`config.mk`:
```
export PLATFORM = sky130hd
export DESIGN_NAME = reorder_buffer_flat
export DESIGN_NICKNAME = d
export VERILOG_FILES = /design/src/rtl/reorder_buffer_if.sv /design/src/rtl/reorder_buffer.sv /design/src/flat_wrapper.sv
export SDC_FILE = /design/constraint.sdc
export NUM_CORES = 1
export LEC_CHECK = 0
export CAP_MARGIN = 20
export CORE_UTILIZATION = 40
export CTS_CLUSTER_DIAMETER = 120
export DETAILED_ROUTE_END_ITERATION = 8
export PLACE_DENSITY = 0.54
export SLEW_MARGIN = 40
export SYNTH_ARGS = -nofsm -noshare
export SYNTH_HDL_FRONTEND = slang
export SYNTH_SLANG_ARGS = --single-unit
```
`constraint.sdc`:
```
create_clock -name clk -period 5.57 [get_ports clk]
set_input_delay 1.114 -clock clk [delete_from_list [all_inputs] [get_ports clk]]
set_output_delay 1.114 -clock clk [all_outputs]
set_load 0.02 [all_outputs]
```
`src/rtl/reorder_buffer_if.sv`:
```
// Rename/ROB/free-list connection bundle: dispatch, two completion ports,
// dual retire release and occupancy status.
interface reorder_buffer_if #(
    parameter int IDX_W  = 4,
    parameter int TAG_W  = 6,
    parameter int ARCH_W = 5
);
    logic              dispatch_valid;
    logic [TAG_W-1:0]  dispatch_phys_rd;
    logic [TAG_W-1:0]  dispatch_old_phys_rd;
    logic [ARCH_W-1:0] dispatch_arch_reg;
    logic              dispatch_is_store;
    logic              dispatch_ready;
    logic [IDX_W-1:0]  dispatch_rob_idx;

    logic              complete_valid_a;
    logic              complete_valid_b;
    logic [IDX_W-1:0]  complete_idx_a;
    logic [IDX_W-1:0]  complete_idx_b;

    logic              retire_valid1;
    logic              retire_valid2;
    logic [TAG_W-1:0]  retire_phys_reg1;
    logic [TAG_W-1:0]  retire_phys_reg2;
    logic [ARCH_W-1:0] retire_arch_reg1;
    logic [ARCH_W-1:0] retire_arch_reg2;
    logic [1:0]        retire_store;

    logic [IDX_W:0]    rob_count;
    logic              rob_empty;

    // Rename / completion side
    modport master (
        output dispatch_valid, dispatch_phys_rd, dispatch_old_phys_rd,
               dispatch_arch_reg, dispatch_is_store,
               complete_valid_a, complete_valid_b, complete_idx_a, complete_idx_b,
        input  dispatch_ready, dispatch_rob_idx,
               retire_valid1, retire_valid2, retire_phys_reg1, retire_phys_reg2,
               retire_arch_reg1, retire_arch_reg2, retire_store,
               rob_count, rob_empty
    );

    // Reorder buffer side
    modport slave (
        input  dispatch_valid, dispatch_phys_rd, dispatch_old_phys_rd,
               dispatch_arch_reg, dispatch_is_store,
               complete_valid_a, complete_valid_b, complete_idx_a, complete_idx_b,
        output dispatch_ready, dispatch_rob_idx,
               retire_valid1, retire_valid2, retire_phys_reg1, retire_phys_reg2,
               retire_arch_reg1, retire_arch_reg2, retire_store,
               rob_count, rob_empty
    );
endinterface

```
`src/rtl/reorder_buffer.sv`:
```
// In-order retirement queue. Records dispatched instructions at the tail,
// marks them done on completion and retires up to two done entries per cycle
// from the head, releasing each one's displaced physical register.
module reorder_buffer #(
    parameter int DEPTH  = 16,
    parameter int IDX_W  = 4,
    parameter int TAG_W  = 6,
    parameter int ARCH_W = 5
) (
    input  logic           clk,
    input  logic           reset,
    reorder_buffer_if.slave rif
);
    logic [IDX_W-1:0]  head, tail, head1;
    logic [IDX_W:0]    count;

    logic [DEPTH-1:0]  ent_valid, ent_done, ent_store;
    logic [DEPTH-1:0]  valid_next, done_next;
    logic [TAG_W-1:0]  ent_old  [DEPTH];
    logic [ARCH_W-1:0] ent_arch [DEPTH];

    logic              r1, r2, accept, ready;
    logic [1:0]        n_ret;

    logic              rv1, rv2;
    logic [TAG_W-1:0]  rp1, rp2;
    logic [ARCH_W-1:0] ra1, ra2;
    logic [1:0]        rst_bits;

    assign head1  = head + 1'b1;
    assign r1     = ent_valid[head] & ent_done[head];
    assign r2     = r1 & ent_valid[head1] & ent_done[head1];
    // r2 implies r1, so r1 + r2 is {r2, r1 ^ r2}
    assign n_ret  = {r2, r1 ^ r2};
    assign ready  = count < (IDX_W+1)'(DEPTH);
    assign accept = rif.dispatch_valid & ready;

    assign rif.dispatch_ready   = ready;
    assign rif.dispatch_rob_idx = tail;
    assign rif.rob_count        = count;
    assign rif.rob_empty        = (count == '0);
    assign rif.retire_valid1    = rv1;
    assign rif.retire_valid2    = rv2;
    assign rif.retire_phys_reg1 = rp1;
    assign rif.retire_phys_reg2 = rp2;
    assign rif.retire_arch_reg1 = ra1;
    assign rif.retire_arch_reg2 = ra2;
    assign rif.retire_store     = rst_bits;

    // Next valid/done flags: completions on live entries, then retire clears,
    // then the tail write (the tail entry is never live while dispatch is ready).
    always_comb begin
        valid_next = ent_valid;
        done_next  = ent_done;
        if (rif.complete_valid_a && ent_valid[rif.complete_idx_a])
            done_next[rif.complete_idx_a] = 1'b1;
        if (rif.complete_valid_b && ent_valid[rif.complete_idx_b])
            done_next[rif.complete_idx_b] = 1'b1;
        if (r1) begin
            valid_next[head] = 1'b0;
            done_next[head]  = 1'b0;
        end
        if (r2) begin
            valid_next[head1] = 1'b0;
            done_next[head1]  = 1'b0;
        end
        if (accept) begin
            valid_next[tail] = 1'b1;
            done_next[tail]  = 1'b0;
        end
    end

    // Pointers, occupancy, entry flags and registered retire outputs.
    always_ff @(posedge clk) begin
        if (reset) begin
            head      <= '0;
            tail      <= '0;
            count     <= '0;
            ent_valid <= '0;
            ent_done  <= '0;
            rv1       <= 1'b0;
            rv2       <= 1'b0;
            rp1       <= '0;
            rp2       <= '0;
            ra1       <= '0;
            ra2       <= '0;
            rst_bits  <= '0;
        end else begin
            ent_valid <= valid_next;
            ent_done  <= done_next;
            head      <= head + IDX_W'(n_ret);
            tail      <= tail + IDX_W'(accept);
            count     <= count + (IDX_W+1)'(accept) - (IDX_W+1)'(n_ret);
            rv1       <= r1 & ~ent_store[head];
            rv2       <= r2 & ~ent_store[head1];
            rst_bits  <= {r2 & ent_store[head1], r1 & ent_store[head]};
            if (r1) begin
                rp1 <= ent_old[head];
                ra1 <= ent_arch[head];
            end
            if (r2) begin
                rp2 <= ent_old[head1];
                ra2 <= ent_arch[head1];
            end
        end
    end

    // Payload of each accepted instruction, written at the tail.
    always_ff @(posedge clk) begin
        if (!reset && accept) begin
            ent_old[tail]   <= rif.dispatch_old_phys_rd;
            ent_arch[tail]  <= rif.dispatch_arch_reg;
            ent_store[tail] <= rif.dispatch_is_store;
        end
    end
endmodule

```
`src/flat_wrapper.sv`:
```
// flat-port wrapper written by rule: the top's interface ports become plain ports
module reorder_buffer_flat 
#(
    parameter int DEPTH  = 16,
    parameter int IDX_W  = 4,
    parameter int TAG_W  = 6,
    parameter int ARCH_W = 5
)
  (clk, reset, rif_dispatch_valid, rif_dispatch_phys_rd, rif_dispatch_old_phys_rd, rif_dispatch_arch_reg, rif_dispatch_is_store, rif_complete_valid_a, rif_complete_valid_b, rif_complete_idx_a, rif_complete_idx_b, rif_dispatch_ready, rif_dispatch_rob_idx, rif_retire_valid1, rif_retire_valid2, rif_retire_phys_reg1, rif_retire_phys_reg2, rif_retire_arch_reg1, rif_retire_arch_reg2, rif_retire_store, rif_rob_count, rif_rob_empty);
  reorder_buffer_if #(.IDX_W(IDX_W), .TAG_W(TAG_W), .ARCH_W(ARCH_W)) rif_i ();
  input  logic clk;
  input  logic reset;
  input wire logic [$bits(rif_i.dispatch_valid)-1:0] rif_dispatch_valid;
  input wire logic [$bits(rif_i.dispatch_phys_rd)-1:0] rif_dispatch_phys_rd;
  input wire logic [$bits(rif_i.dispatch_old_phys_rd)-1:0] rif_dispatch_old_phys_rd;
  input wire logic [$bits(rif_i.dispatch_arch_reg)-1:0] rif_dispatch_arch_reg;
  input wire logic [$bits(rif_i.dispatch_is_store)-1:0] rif_dispatch_is_store;
  input wire logic [$bits(rif_i.complete_valid_a)-1:0] rif_complete_valid_a;
  input wire logic [$bits(rif_i.complete_valid_b)-1:0] rif_complete_valid_b;
  input wire logic [$bits(rif_i.complete_idx_a)-1:0] rif_complete_idx_a;
  input wire logic [$bits(rif_i.complete_idx_b)-1:0] rif_complete_idx_b;
  output wire logic [$bits(rif_i.dispatch_ready)-1:0] rif_dispatch_ready;
  output wire logic [$bits(rif_i.dispatch_rob_idx)-1:0] rif_dispatch_rob_idx;
  output wire logic [$bits(rif_i.retire_valid1)-1:0] rif_retire_valid1;
  output wire logic [$bits(rif_i.retire_valid2)-1:0] rif_retire_valid2;
  output wire logic [$bits(rif_i.retire_phys_reg1)-1:0] rif_retire_phys_reg1;
  output wire logic [$bits(rif_i.retire_phys_reg2)-1:0] rif_retire_phys_reg2;
  output wire logic [$bits(rif_i.retire_arch_reg1)-1:0] rif_retire_arch_reg1;
  output wire logic [$bits(rif_i.retire_arch_reg2)-1:0] rif_retire_arch_reg2;
  output wire logic [$bits(rif_i.retire_store)-1:0] rif_retire_store;
  output wire logic [$bits(rif_i.rob_count)-1:0] rif_rob_count;
  output wire logic [$bits(rif_i.rob_empty)-1:0] rif_rob_empty;
  assign rif_i.dispatch_valid = rif_dispatch_valid;
  assign rif_i.dispatch_phys_rd = rif_dispatch_phys_rd;
  assign rif_i.dispatch_old_phys_rd = rif_dispatch_old_phys_rd;
  assign rif_i.dispatch_arch_reg = rif_dispatch_arch_reg;
  assign rif_i.dispatch_is_store = rif_dispatch_is_store;
  assign rif_i.complete_valid_a = rif_complete_valid_a;
  assign rif_i.complete_valid_b = rif_complete_valid_b;
  assign rif_i.complete_idx_a = rif_complete_idx_a;
  assign rif_i.complete_idx_b = rif_complete_idx_b;
  assign rif_dispatch_ready = rif_i.dispatch_ready;
  assign rif_dispatch_rob_idx = rif_i.dispatch_rob_idx;
  assign rif_retire_valid1 = rif_i.retire_valid1;
  assign rif_retire_valid2 = rif_i.retire_valid2;
  assign rif_retire_phys_reg1 = rif_i.retire_phys_reg1;
  assign rif_retire_phys_reg2 = rif_i.retire_phys_reg2;
  assign rif_retire_arch_reg1 = rif_i.retire_arch_reg1;
  assign rif_retire_arch_reg2 = rif_i.retire_arch_reg2;
  assign rif_retire_store = rif_i.retire_store;
  assign rif_rob_count = rif_i.rob_count;
  assign rif_rob_empty = rif_i.rob_empty;
  reorder_buffer #(.DEPTH(DEPTH), .IDX_W(IDX_W), .TAG_W(TAG_W), .ARCH_W(ARCH_W)) u_core (.clk(clk), .reset(reset), .rif(rif_i));
endmodule
```
**Yosys cells after proc, flatten, opt, wreduce, memory -nomap -nowiden**

Memory sizes are Yosys's and may differ from the RTL's. A register that Yosys moved wholly into a read port is not among the register bits.
Index checks and enable logic that the tools add are counted.

- Flip-flop bits (word level): 65
- Latch bits: 0
- Memory bits (writable): 176
- Bits in read-only memories: 0
- Output and inout port bits: 37
- Logic and storage cells: 96
- Memories kept: 2

- Add/subtract/negate cells: 5
- $mul: 0
- Divide/modulo/power cells: 0
- Order comparisons: 11
- Equal/unequal tests: 0
- Shifts and indexed selects: 0
- Muxes and demuxes: 37
- Bitwise logic cells: 22
- Reductions and logical operators: 10

Memory list:

| memory | words | width | rd ports | clocked after memory_dff | write ports | RTL line | text |
|---|---|---|---|---|---|---|---|
| u_core.ent_old | 16 | 6 | 2 | 2 | 1 | reorder_buffer.sv:19 | `logic [TAG_W-1:0] ent_old [DEPTH];` |
| u_core.ent_arch | 16 | 5 | 2 | 2 | 1 | reorder_buffer.sv:20 | `logic [ARCH_W-1:0] ent_arch [DEPTH];` |

Operator list:

| kind | count |
|---|---|
| 16-bit 2-to-1 mux | 8 |
| 16-bit bitwise AND | 5 |
| 16-bit inverter | 3 |
| 16-bit bitwise OR | 3 |
| 1-bit binary-select mux with 4-bit select | 8 |
| 4-bit by 5-bit < comparator with 1-bit output, second input constant | 5 |
| 1-bit demux with 4-bit select | 5 |
| 4-bit by 1-bit greater-or-equal comparator with 1-bit output, second input constant | 5 |
| 16-bit bitwise mux | 1 |
| 1-bit 2-to-1 mux | 15 |
| 1-bit bitwise AND | 8 |
| 1-bit logical AND | 8 |
| 5-bit by 1-bit adder with 5-bit output | 1 |
| 5-bit zero test | 1 |
| 5-bit < comparator, second input constant | 1 |
| 5-bit by 2-bit subtractor with 5-bit output | 1 |
| 4-bit by 1-bit adder with 4-bit output | 1 |
| 4-bit by 1-bit adder with 4-bit output, second input constant | 1 |
| 4-bit by 2-bit adder with 4-bit output | 1 |
| 1-bit inverter | 2 |
| 1-bit zero test | 1 |
| 1-bit XOR | 1 |

**Longest topological paths before layout**

Gate-level depths: netlist of the first run.

- Word-level depth: 14
- Mapped depth: 24
- Depth with buffers taken out: 17

**Least setup slack after synthesis of the first run**

No wires, ideal clock.

- Kind: reg2reg
- From: register u_core.head[1]
- To: register u_core.count[4], in the netlist u_core.rif.rob_count[4]
- Setup time: 0.070 ns
- Data arrival time: 4.669 ns
- Setup slack: 0.830 ns
- Cell stages (with the launch flop): 24
- Clock period less this slack: 4.740 ns
- Path through: dfxtp_1 -> buf_2 -> buf_2 -> buf_2 -> buf_2 -> inv_1 -> ha_1 -> clkbuf_1 -> buf_1 -> nand3_1 -> o21ai_0 -> o2111ai_1 -> o211a_1 -> buf_2 -> nor2_1 -> inv_1 -> ha_1 -> inv_1 -> fa_1 -> inv_1 -> a21oi_1 -> nor2_1 -> or3_1 -> a21oi_1

- Cells in the longest elaborated chain, start to end: 7
- Elaborated cells between the ends (all ways): 14
- Those cells by class: add/sub (2); mux (8); bitwise (4)

RTL lines:

| element | RTL line | text |
|---|---|---|
| from (decl) | reorder_buffer.sv:14 | `logic [IDX_W-1:0] head, tail, head1;` |
| from (signal assigned) | reorder_buffer.sv:91 | `head <= head + IDX_W'(n_ret);` |
| 4-bit by 1-bit adder with 4-bit output or 1-bit binary-select mux with 4-bit select (tied branches) | reorder_buffer.sv:30, reorder_buffer.sv:31 |  |
| 1-bit binary-select mux with 4-bit select or 1-bit 2-to-1 mux (tied branches) | reorder_buffer.sv:32, reorder_buffer.sv:31 |  |
| 1-bit 2-to-1 mux (implied by the code) or 1-bit bitwise AND (tied branches) | reorder_buffer.sv:32, reorder_buffer.sv:31 |  |
| 1-bit bitwise AND | reorder_buffer.sv:32 | `assign r2 = r1 & ent_valid[head1] & ent_done[head1];` |
| 1-bit bitwise AND (*) | reorder_buffer.sv:32 |  |
| via u_core.r2 | reorder_buffer.sv:22 | `logic r1, r2, accept, ready;` |
| 1-bit XOR | reorder_buffer.sv:34 | `assign n_ret = {r2, r1 ^ r2};` |
| 5-bit by 2-bit subtractor with 5-bit output (*) | reorder_buffer.sv:93 | `count <= count + (IDX_W+1)'(accept) - (IDX_W+1)'(n_ret);` |
| to (signal assigned) | reorder_buffer.sv:93 |  |
| to (decl) | reorder_buffer.sv:15 | `logic [IDX_W:0] count;` |

Mark *: on every way through the listed nets, which the timed path passes. The rest lies on a longest branch. The select of a mux whose other input is x is not followed.
A chain may end at the register's enable or synchronous reset.

**Final worst setup path of the first run**

Same ends and word-level chain as after synthesis.

==> results.yml, run 1 <==
hold_path:
  hp-class: "reg2reg"
yosys:
  synth_nets: 872
  syn_avg_cell_area_um2: 15.4
  synthDistinctLibCells: 60
  ys.flop_type: "edfxtp_1"
  yosysWarnings: 0
  synth-async-reset-ratio_pct: 0
  synth_edf_count: 192
  yosysSeqAreaShare_pct: 56.9
  synth.cell_area_um2: 12600
  synth_seq_cells: 263
  synthCells: 821
route:
  routedWlPerCell_um: 26.7
  ant_nets: 0
  drt_iter0_markers: 806
  wirelength_mm: 34.9
  vias: 8101
  viasPerCell: 6.20
  drc: 7
  drtPass1Iterations: 8
place:
  dp_worst_setup_slack_ps: 1190
  dpl-instance-area_um2: 13700
  dp.cells: 1254
  portBuffers: 61
  place_hpwl_mm: 22.5
  place_congestion: 0.860
timing:
  hold_viol: 0
  relSlewSlack_pct: 44.1
  setup_ws_ps: 1210
  post-route-period-util_pct: 78.2
  clock.fmax_mhz: 230
  skew_ps: 12.2
  setup_viol: 0
  finalSetupTns_ps: 0
  finalCriticalPeriod_ps: 4360
  finalMaxSlewViolations: 0
  rsz0062_at_grt: "false"
  tightest_slew_ps: 839
job:
  cap_viol_max_count: 0
setup_path:
  end_kind: "flip-flop"
  r2r_start: "u_core.head[1]$_SDFF_PP0_"
  crit_end: "u_core.rif.rob_count[4]$_SDFF_PP0_"
  required_ps: 6040
  crit_chain: "buf_4 -> inv_1 -> ha_2 -> mux4_2 -> mux2_2 -> o211a_1 -> nor2_1 -> inv_1 -> ha_1 -> inv_1 -> fa_1 -> inv_1 -> a21oi_1 -> nor2_1 -> or3_1 -> a21oi_1"
  cpMostUsedCell: "inv_1"
  path_class: "reg2reg"
  startpoint: "u_core.head[1]$_SDFF_PP0_"
  cp_slowest_stage_delay_ps: 510
  cp.arrival_ps: 4820
  critical_path.slowest_cell: "ha_2"
  regToRegSetupSlack_ps: 1210
  reg2reg_depth: 16
  r2r_end: "u_core.rif.rob_count[4]$_SDFF_PP0_"
  crit_path_start_kind: "flip-flop"
  path_max_fanout: 37
floorplanning:
  die_area_um2: 32300
  design.core.area_um2: 30800
  die_h_um: 180
  row_count: 64
  initial_core_util_pct: 40.9
  die_w_um: 180
  io_pins: 68
pwr:
  p_leak_nw: 4.54
  vdd_ir_drop_max_v: 0.000219
  power_density_nw_per_um2: 299
clocking:
  cts_tree: "done"
  clkLatencyLatePin_ps: 540
  clk_pin_slew_worst_paths_ps: 60
  cts_root_buffer: "clkbuf_16"
  cts-buffers-inserted: 29
  cts-resized-gates: 0
  postCtsHoldBufs: 0
  clock_sinks: 263
  clock_path_buffers: 3
  post-cts-setup-buffers: 0
  htreeDepth: 1
global_route:
  grt_max_degree: 56
  grt_overflow: 0
  antenna_found_initial: 0
  grt_usage_pct: 21.9
  grt_pass1_wl_mm: 52.6
  grt_pass1_vias: 8180
layout:
  antenna_cells: 0
  fin_area_um2: 14700
  n_fill_cell: 2655
  instances_no_fill: 1307
  final_core_util_pct: 47.7
  final_common_cell: "edfxtp_1"
  layout_common_cells: "edfxtp_1, mux4_2, dfxtp_1"
  fin_nets: 940
  drive_above_1_share_pct: 25.0
  syn_to_final_growth_pct: 16.5
outcome:
  violations: "design-rule violations"
  status: "finished with violations"
[Yosys cell counts, types with 16 or more instances]
library cell	n	area share, %
nor2_1	32	0.95
clkbuf_1	31	0.92
ha_1	18	1.8
edfxtp_1	192	46
inv_1	24	0.71
nor3_1	16	0.63
a21oi_1	36	1.4
dfxtp_1	71	11
mux4_2	129	23
a31oi_1	16	0.79
o21ai_0	43	1.7
nand2_1	45	1.3
nand3_1	31	1.2
[kinds of logic after synthesis]
family                     count (synthesis)  synth area share [%]
AOI/OAI and AO/OA                        146                  7.63
muxes                                    133                  23.4
DFF                                      263                  56.9
xor gates and xnor gates                   8                 0.615
and+or+nand+nor                          170                  6.61
adders and majority gates                 20                  2.10
buffers and inverters                     81                  2.74
[report_power, final]
part | switching [mW] | internal (mW) | total [mW]
sequential | 0.0298 | 2.14 | 2.17
clock | 0.756 | 1.13 | 1.88
combinational | 0.196 | 0.147 | 0.343
[flip-flops by register name (all words and copies together) (netlist names)]
signal / flops
u_core.ent_store: 16
u_core.ent_valid: 16
u_core.rif.retire_arch_reg1: 5
u_core.ent_done: 16
u_core.rif.retire_phys_reg2: 6
u_core.rif.retire_valid2: 1
u_core.rif.dispatch_rob_idx: 4
u_core.head: 4
u_core.rif.retire_store: 2
u_core.rif.retire_arch_reg2: 5
u_core.rif.retire_valid1: 1
u_core.rif.rob_count: 5
u_core.ent_arch: 80
u_core.rif.retire_phys_reg1: 6
u_core.ent_old: 96
[worst min path at each step]
stage / endpoint / from / cells past startpoint
after global routing: u_core.rif.retire_phys_reg1[1]$_SDFFE_PP0N_ / u_core.rif.retire_phys_reg1[1]$_SDFFE_PP0N_ / 2
final: u_core.rif.retire_arch_reg1[3]$_SDFFE_PP0N_ / u_core.rif.retire_arch_reg1[3]$_SDFFE_PP0N_ / 2
after CTS: u_core.rif.retire_arch_reg1[3]$_SDFFE_PP0N_ / u_core.rif.retire_arch_reg1[3]$_SDFFE_PP0N_ / 2
after floorplan: u_core.ent_valid[12]$_SDFF_PP0_ / u_core.ent_valid[12]$_SDFF_PP0_ / 2
after global placement: u_core.rif.retire_arch_reg1[3]$_SDFFE_PP0N_ / u_core.rif.retire_arch_reg1[3]$_SDFFE_PP0N_ / 2
after detailed placement: u_core.rif.retire_arch_reg1[3]$_SDFFE_PP0N_ / u_core.rif.retire_arch_reg1[3]$_SDFFE_PP0N_ / 2
[per-stage QoR]
stage	total power, mW	hold WS [ps]
detailed placement	2.55	446
global route	4.54	481
finish	4.39	449
global placement	2.54	444
CTS	4.43	453
floorplan	2.40	453
[per-layer routing]
| metal | GRT usage [%] | wire length, µm | vias to the layer above | part of all wire, % |
|---|---|---|---|---|
| met5 | 0 | 0 | - | 0 |
| met4 | 5.00 | 752 | 0 | 2.2 |
| met3 | 4.13 | 2500 | 56 | 7.2 |
| met2 | 35.3 | 16700 | 319 | 48 |
| met1 | 30.8 | 15000 | 4260 | 43 |
| li1 | - | - | 3466 | - |
[cell type report]
type	instances	area [µm²]	share of cell area, %
clock buffer	49	927	6.31
multi-input combinational	477	5100	34.7
inverter	26	97.6	0.664
clock inverter	4	23.8	0.162
timing repair buffer	92	855	5.81
tap	396	495	3.37
sequential	263	7190	48.9
[critical path: cells and delay by family, from the launching register on]
kind	cells	cell delay (ps)
compound gates	3	650
fa+ha+maj	3	1020
buf+inv	5	860
flops	1	340
mux	2	670
simple gates	3	710
Power figures use the tool's default switching activity.
==> run 2, diff against run 1 <==
--- a/config.mk
+++ b/config.mk
@@ -9,7 +9,7 @@
 export CORE_UTILIZATION = 40
 export CTS_CLUSTER_DIAMETER = 120
 export DETAILED_ROUTE_END_ITERATION = 8
-export PLACE_DENSITY = 0.54
+export PLACE_DENSITY = 0.56
 export SLEW_MARGIN = 40
 export SYNTH_ARGS = -nofsm -noshare
 export SYNTH_HDL_FRONTEND = slang
==> constraint.sdc (replaced) <==
create_clock -name clk -period 3.85 [get_ports clk]
set_input_delay 0.77 -clock clk [delete_from_list [all_inputs] [get_ports clk]]
set_output_delay 0.77 -clock clk [all_outputs]
set_load 0.02 [all_outputs]
==> run 2 against run 1 <==
The run still ends with design-rule violations left. Fmax is 21% higher. Sequential cell count stayed put. Critical path type unchanged. Global-route usage is 0.76 points lower. Total power is 44% higher. Final area is 0.32% higher. Clock power is 43% higher. Core utilization is 0.15 points higher.
==> results.yml, run 2 (synthesis results as in run 1) <==
clocking:
  postCtsHoldBufs: 0
  clock_path_buffers: 3
  htreeDepth: 1
  cts_root_buffer: "clkbuf_16"
  cts-buffers-inserted: 28
  clkLatencyLatePin_ps: 560
  post-cts-setup-buffers: 0
  clock_sinks: 263
  cts_tree: "done"
  clk_pin_slew_worst_paths_ps: 60
setup_path:
  required_ps: 4340
  crit_path_start_kind: "flip-flop"
  cp.arrival_ps: 4080
  path_class: "reg2reg"
  end_kind: "flip-flop"
  reg2reg_depth: 16
  path_max_fanout: 11
floorplanning:
  design.core.area_um2: 30800
  die_h_um: 180
  row_count: 64
  die_area_um2: 32300
  io_pins: 68
  die_w_um: 180
  initial_core_util_pct: 40.9
pwr:
  power_density_nw_per_um2: 428
  p_leak_nw: 4.54
  vdd_ir_drop_max_v: 0.000283
timing:
  finalMaxSlewViolations: 0
  skew_ps: 19.7
  rsz0062_at_grt: "false"
  tightest_slew_ps: 814
  post-route-period-util_pct: 93.3
  setup_ws_ps: 257
  clock.fmax_mhz: 278
  finalSetupTns_ps: 0
  setup_viol: 0
  hold_viol: 0
  finalCriticalPeriod_ps: 3590
  relSlewSlack_pct: 45.7
outcome:
  violations: "design-rule violations"
  status: "finished with violations"
layout:
  drive_above_1_share_pct: 25.9
  fin_nets: 946
  top_register: "u_core.ent_old"
  antenna_cells: 0
  instances_no_fill: 1310
  top_regs: "u_core.ent_old: 96 flops, u_core.ent_arch: 80 flops"
  layout_common_cells: "edfxtp_1, mux4_2, dfxtp_1"
  largest_reg_flops: 96
  final_common_cell: "edfxtp_1"
  syn_to_final_growth_pct: 16.8
route:
  viasPerCell: 6.08
  vias: 7964
  wl_met3_mm: 2.25
  drc: 8
  drtPass1Iterations: 8
  top_layer: "met4"
  ant_nets: 0
  drt_iter0_markers: 836
  routedWlPerCell_um: 25.6
  dr_wl_met2_mm: 16.2
  wirelength_mm: 33.5
  drt-met1-wl_mm: 14.3
place:
  dp.cells: 1261
  place_hpwl_mm: 21.4
  portBuffers: 61
  dp_worst_setup_slack_ps: 244
  place_congestion: 0.888
global_route:
  grt_usage_pct: 21.1
  grt_overflow: 0
  antenna_found_initial: 1
  grt_pass1_wl_mm: 50.8
  grt_max_degree: 63
  grt_pass1_vias: 8075
hold_path:
  min_path_cells: 2
  hp-class: "reg2reg"
job:
  cap_viol_max_count: 0
[run 2: cell count changes in the layout (fill, tap and decap cells not counted), moves of 5 or more]
cell      change
nor2_1        -6
clkinv_1      +9
clkbuf_8      -6
nor2_2        +5
buf_4         +8
[run 2: area by class of cell]
cell class,count,area (µm²)
clock buffer,33,719
clock inverter,16,196
fill,2646,16100
inverter,26,97.6
multi-input combinational,477,5150
sequential,263,7190
tap,396,495
timing repair buffer,99,895
[run 2: report_power, final]
group          internal, mW  switching, mW
Clock                  1.59           1.09
Sequential             3.09         0.0434
Combinational         0.216          0.275
[run 2: final timing paths]
kind	from	to	slack, ps
hold reg to reg	u_core.rif.retire_phys_reg1[3]$_SDFFE_PP0N_	u_core.rif.retire_phys_reg1[3]$_SDFFE_PP0N_	450
hold / removal	u_core.rif.retire_phys_reg1[3]$_SDFFE_PP0N_	u_core.rif.retire_phys_reg1[3]$_SDFFE_PP0N_	450
setup / recovery	u_core.head[0]$_SDFF_PP0_	u_core.rif.rob_count[4]$_SDFF_PP0_	260
setup reg to reg	u_core.head[0]$_SDFF_PP0_	u_core.rif.rob_count[4]$_SDFF_PP0_	260
[run 2: layer usage]
metal | global-route usage (%) | up-vias
met4 | 5.34 | 0
li1 | - | 3472
met3 | 3.48 | 58
met1 | 29.1 | 4126
met2 | 35.0 | 308
met5 | 0 | -
[run 2: critical path, cell delays in order (launching register included)]
cell and delay [ps]:
dfxtp_4 440, ha_2 270, xor2_4 210, mux4_2 510, mux2_4 330, o211ai_2 190
nor2_1 90, ha_1 290, inv_1 40, ha_2 170, inv_2 60, fa_2 210
inv_1 40, a21oi_1 130, nor2_1 70, or3_1 340, a21oi_1 140
[run 2: stage by stage]
| step | total power, mW | area (µm²) | hold slack, ps | util (%) |
|---|---|---|---|---|
| 6_report | 6.31 | 14700 | 451 | 47.8 |
| 5_1_grt | 6.52 | 14700 | 478 | 47.8 |
| 4_1_cts | 6.36 | 14700 | 454 | 47.8 |
| 3_5_place_dp | 3.68 | 13800 | 447 | 44.8 |
| 3_3_place_gp | 3.68 | 13800 | 441 | 44.8 |
| 2_1_floorplan | 3.47 | 12700 | 453 | - |
[run 2: repair_timing]
item                       4_1_cts  5_1_grt
gates resized for setup          0        2
setup endpoints to repair        0        1
hold endpoints to repair         0        0
==> RTL edit (config.mk and constraints of run 1) <==
`TAG_W` is set to 6 in 3 places; all go to 12.
--- a/src/rtl/reorder_buffer_if.sv
+++ b/src/rtl/reorder_buffer_if.sv
@@ -2,7 +2,7 @@
 // dual retire release and occupancy status.
 interface reorder_buffer_if #(
     parameter int IDX_W  = 4,
-    parameter int TAG_W  = 6,
+    parameter int TAG_W  = 12,
     parameter int ARCH_W = 5
 );
     logic              dispatch_valid;
--- a/src/rtl/reorder_buffer.sv
+++ b/src/rtl/reorder_buffer.sv
@@ -4,7 +4,7 @@
 module reorder_buffer #(
     parameter int DEPTH  = 16,
     parameter int IDX_W  = 4,
-    parameter int TAG_W  = 6,
+    parameter int TAG_W  = 12,
     parameter int ARCH_W = 5
 ) (
     input  logic           clk,
--- a/src/flat_wrapper.sv
+++ b/src/flat_wrapper.sv
@@ -3,7 +3,7 @@
 #(
     parameter int DEPTH  = 16,
     parameter int IDX_W  = 4,
-    parameter int TAG_W  = 6,
+    parameter int TAG_W  = 12,
     parameter int ARCH_W = 5
 )
   (clk, reset, rif_dispatch_valid, rif_dispatch_phys_rd, rif_dispatch_old_phys_rd, rif_dispatch_arch_reg, rif_dispatch_is_store, rif_complete_valid_a, rif_complete_valid_b, rif_complete_idx_a, rif_complete_idx_b, rif_dispatch_ready, rif_dispatch_rob_idx, rif_retire_valid1, rif_retire_valid2, rif_retire_phys_reg1, rif_retire_phys_reg2, rif_retire_arch_reg1, rif_retire_arch_reg2, rif_retire_store, rif_rob_count, rif_rob_empty);
Ports: changed (resized rif_dispatch_old_phys_rd, rif_dispatch_phys_rd, rif_retire_phys_reg1 and rif_retire_phys_reg2); port bits go from 68 to 92. No check against the original RTL was run, so the function may have changed too.
==> RTL edit against run 1 <==
Final area rose by 39%. Critical path depth rose by 1. Wire length rose by 35%. Non-clock buffer count rose by 27. Sequential power rose by 41%. Sequential cell count rose by 108. Clock power rose by 51%. First-iteration DRC count rose by 20%. Area after synthesis rose by 38%. Total power rose by 43%. Worst setup slack improved by 0.091 ns. Combinational power rose by 8.5%. Largest cell class unchanged.
==> RTL edit: results (changes against run 1) <==
Logic synthesis
  • Top cells by count, synth: edfxtp_1 (288), mux4_2 (194), dfxtp_1 (83) (was edfxtp_1 (192), mux4_2 (129), dfxtp_1 (71))
  • Mux share of post-synthesis cell area: 25.9% (was 23.4%)
  • XOR/XNOR Fraction of Synth Area: 0.501% (was 0.615%)
  • Post-synthesis cell type count: 50 (was 60)
  • Register area share after synthesis: 59.0% (was 56.9%)
  • Synthesized net count: 1106 (was 872)
  • Compound-Gate Fraction of Synth Area: 4.67% (was 7.63%)
  • Top_reg_cell synth: edfxtp_1 (unchanged)
  • Synth top area cells: edfxtp_1 (49%), mux4_2 (25%), dfxtp_1 (9.5%) (was edfxtp_1 (46%), mux4_2 (23%), dfxtp_1 (11%))
  • Adder-cell share of the synthesized area: 1.52% (was 2.10%)
  • Synthesized instance count: 1043 (was 821)
  • Number of enable flip-flop cells after synthesis: 288 (was 192)

Placement
  • Placed Cells: 1666 (was 1254)
  • Port Buf Inserts: 79 (was 61)
  • Half-perimeter wire length after placement: 27.9 mm (was 22.5 mm)
  • DP Area: 0.0190 mm² (was 0.0137 mm²)
  • GPL Wtd Cong: 0.820 (was 0.860)

Timing
  • Final worst slack: 1.30 ns (was 1.21 ns)
  • Layout Skew: 0.0159 ns (was 0.0122 ns)
  • Max-slew headroom: 42.9% (was 44.1%)

Cells and area
  • Regs by FF count: u_core.ent_old x192, u_core.ent_arch x80 (was u_core.ent_old x96, u_core.ent_arch x80)
  • Max reg flops: 192 (was 96)
  • Fill cell count: 3721 (was 2655)
  • Nets: 1188 (was 940)
  • Fraction of layout cells with a size suffix above 1: 29.4% (was 25.0%)

Global route
  • Initial antenna violation count: 1 (was 0)
  • Tot GR Track Use: 21.8% (was 21.9%)
  • Number of global-route vias before repair: 10447 (was 8180)
  • Met1 GRT Util: 30.2% (was 30.8%)
  • Largest net degree at the start of global routing: 130 (was 56)
  • Met2 GRT Util: 35.9% (was 35.3%)
  • First-pass GRT wire length: 69.7 mm (was 52.6 mm)
  • GR Layer Usage met3: 3.63% (was 4.13%)

Detailed routing
  • DR pass1 iterations: 5 (was 8)
  • DR iter-0 viols: 966 (was 806)
  • Detailed Route WL: 47.0 mm (was 34.9 mm)
  • Via/cell ratio: 5.93 (was 6.20)
  • Wirelength per Cell: 27.0 µm (was 26.7 µm)

Clocking
  • Worst-Skew Late Latency: 0.56 ns (was 0.54 ns)
  • Depth of the CTS H-tree: 2 (was 1)
  • CTS max path bufs: 3 (unchanged)
  • CTS Buf Count: 41 (was 29)

Critical path
  • Critical Path Max Stage Delay: 0.63 ns (was 0.51 ns)
  • Cell family with most CP delay: compound AO/OA/AOI/OAI gates (was adder cells)
  • Critical-path top delay cell: a2111oi_4 (was ha_2)
  • Critical path peak fanout: 28 (was 37)
  • Critical path arrival: 4.75 ns (was 4.82 ns)

Power and ir drop
  • Worst VDD drop: 0.181 mV (was 0.219 mV)
  • Leak: 0.00619 µW (was 0.00454 µW)

Run status
  • Run status: finished clean (was complete, but fails checks)

Floorplan
  • Core area: 0.0431 mm² (was 0.0308 mm²)
RTL edit: changes by cell type after synthesis, moves of 20 or more:
cell,delta
a21oi_1,+20
edfxtp_1,+96
mux4_2,+65
o22ai_1,+22
o21ai_0,-20
RTL edit: final cells by class:
type                            count  area, µm²  area share [%]
Sequential cell                   371      10300            50.5
Multi-Input combinational cell    570       6790            33.2
Clock buffer                       57       1140            5.55
Timing Repair Buffer              119       1120            5.49
Tap cell                          585        732            3.58
Clock inverter                     18        267            1.30
Inverter                           22       82.6           0.404
RTL edit: worst paths after layout:
kind / startpoint / endpoint / slack, ns / cells after the start
setup / recovery: u_core.head[1]$_SDFF_PP0_ / u_core.rif.rob_count[4]$_SDFF_PP0_ / 1.30 / 17
hold / removal: u_core.rif.retire_phys_reg1[9]$_SDFFE_PP0N_ / u_core.rif.retire_phys_reg1[9]$_SDFFE_PP0N_ / 0.45 / 2
setup reg to reg: u_core.head[1]$_SDFF_PP0_ / u_core.rif.rob_count[4]$_SDFF_PP0_ / 1.30 / 17
hold reg to reg: u_core.rif.retire_phys_reg1[9]$_SDFFE_PP0N_ / u_core.rif.retire_phys_reg1[9]$_SDFFE_PP0N_ / 0.45 / 2
RTL edit: cells by family (layout without fill, tap and decap cells):
logic type	count (synthesis)	count (layout)
AO/OA/AOI/OAI	133	133
XOR/XNOR	10	10
adder cells (fa/ha/maj)	20	20
buffers and inverters	102	216
flip-flops	371	371
multiplexers	204	204
AND/OR/NAND/NOR	203	203
RTL edit: report_power, final:
group          total (µW)  switching [µW]  internal (µW)
Sequential           3060            33.5           3030
Combinational         372             207            165
Clock                2840            1090           1750
Total                6270            1330           4940
RTL edit: metal layers:
layer,wire (µm),part of all wire [%]
met1,20200,43
met5,12,0.026
met3,2620,5.6
met4,890,1.9
met2,23300,50
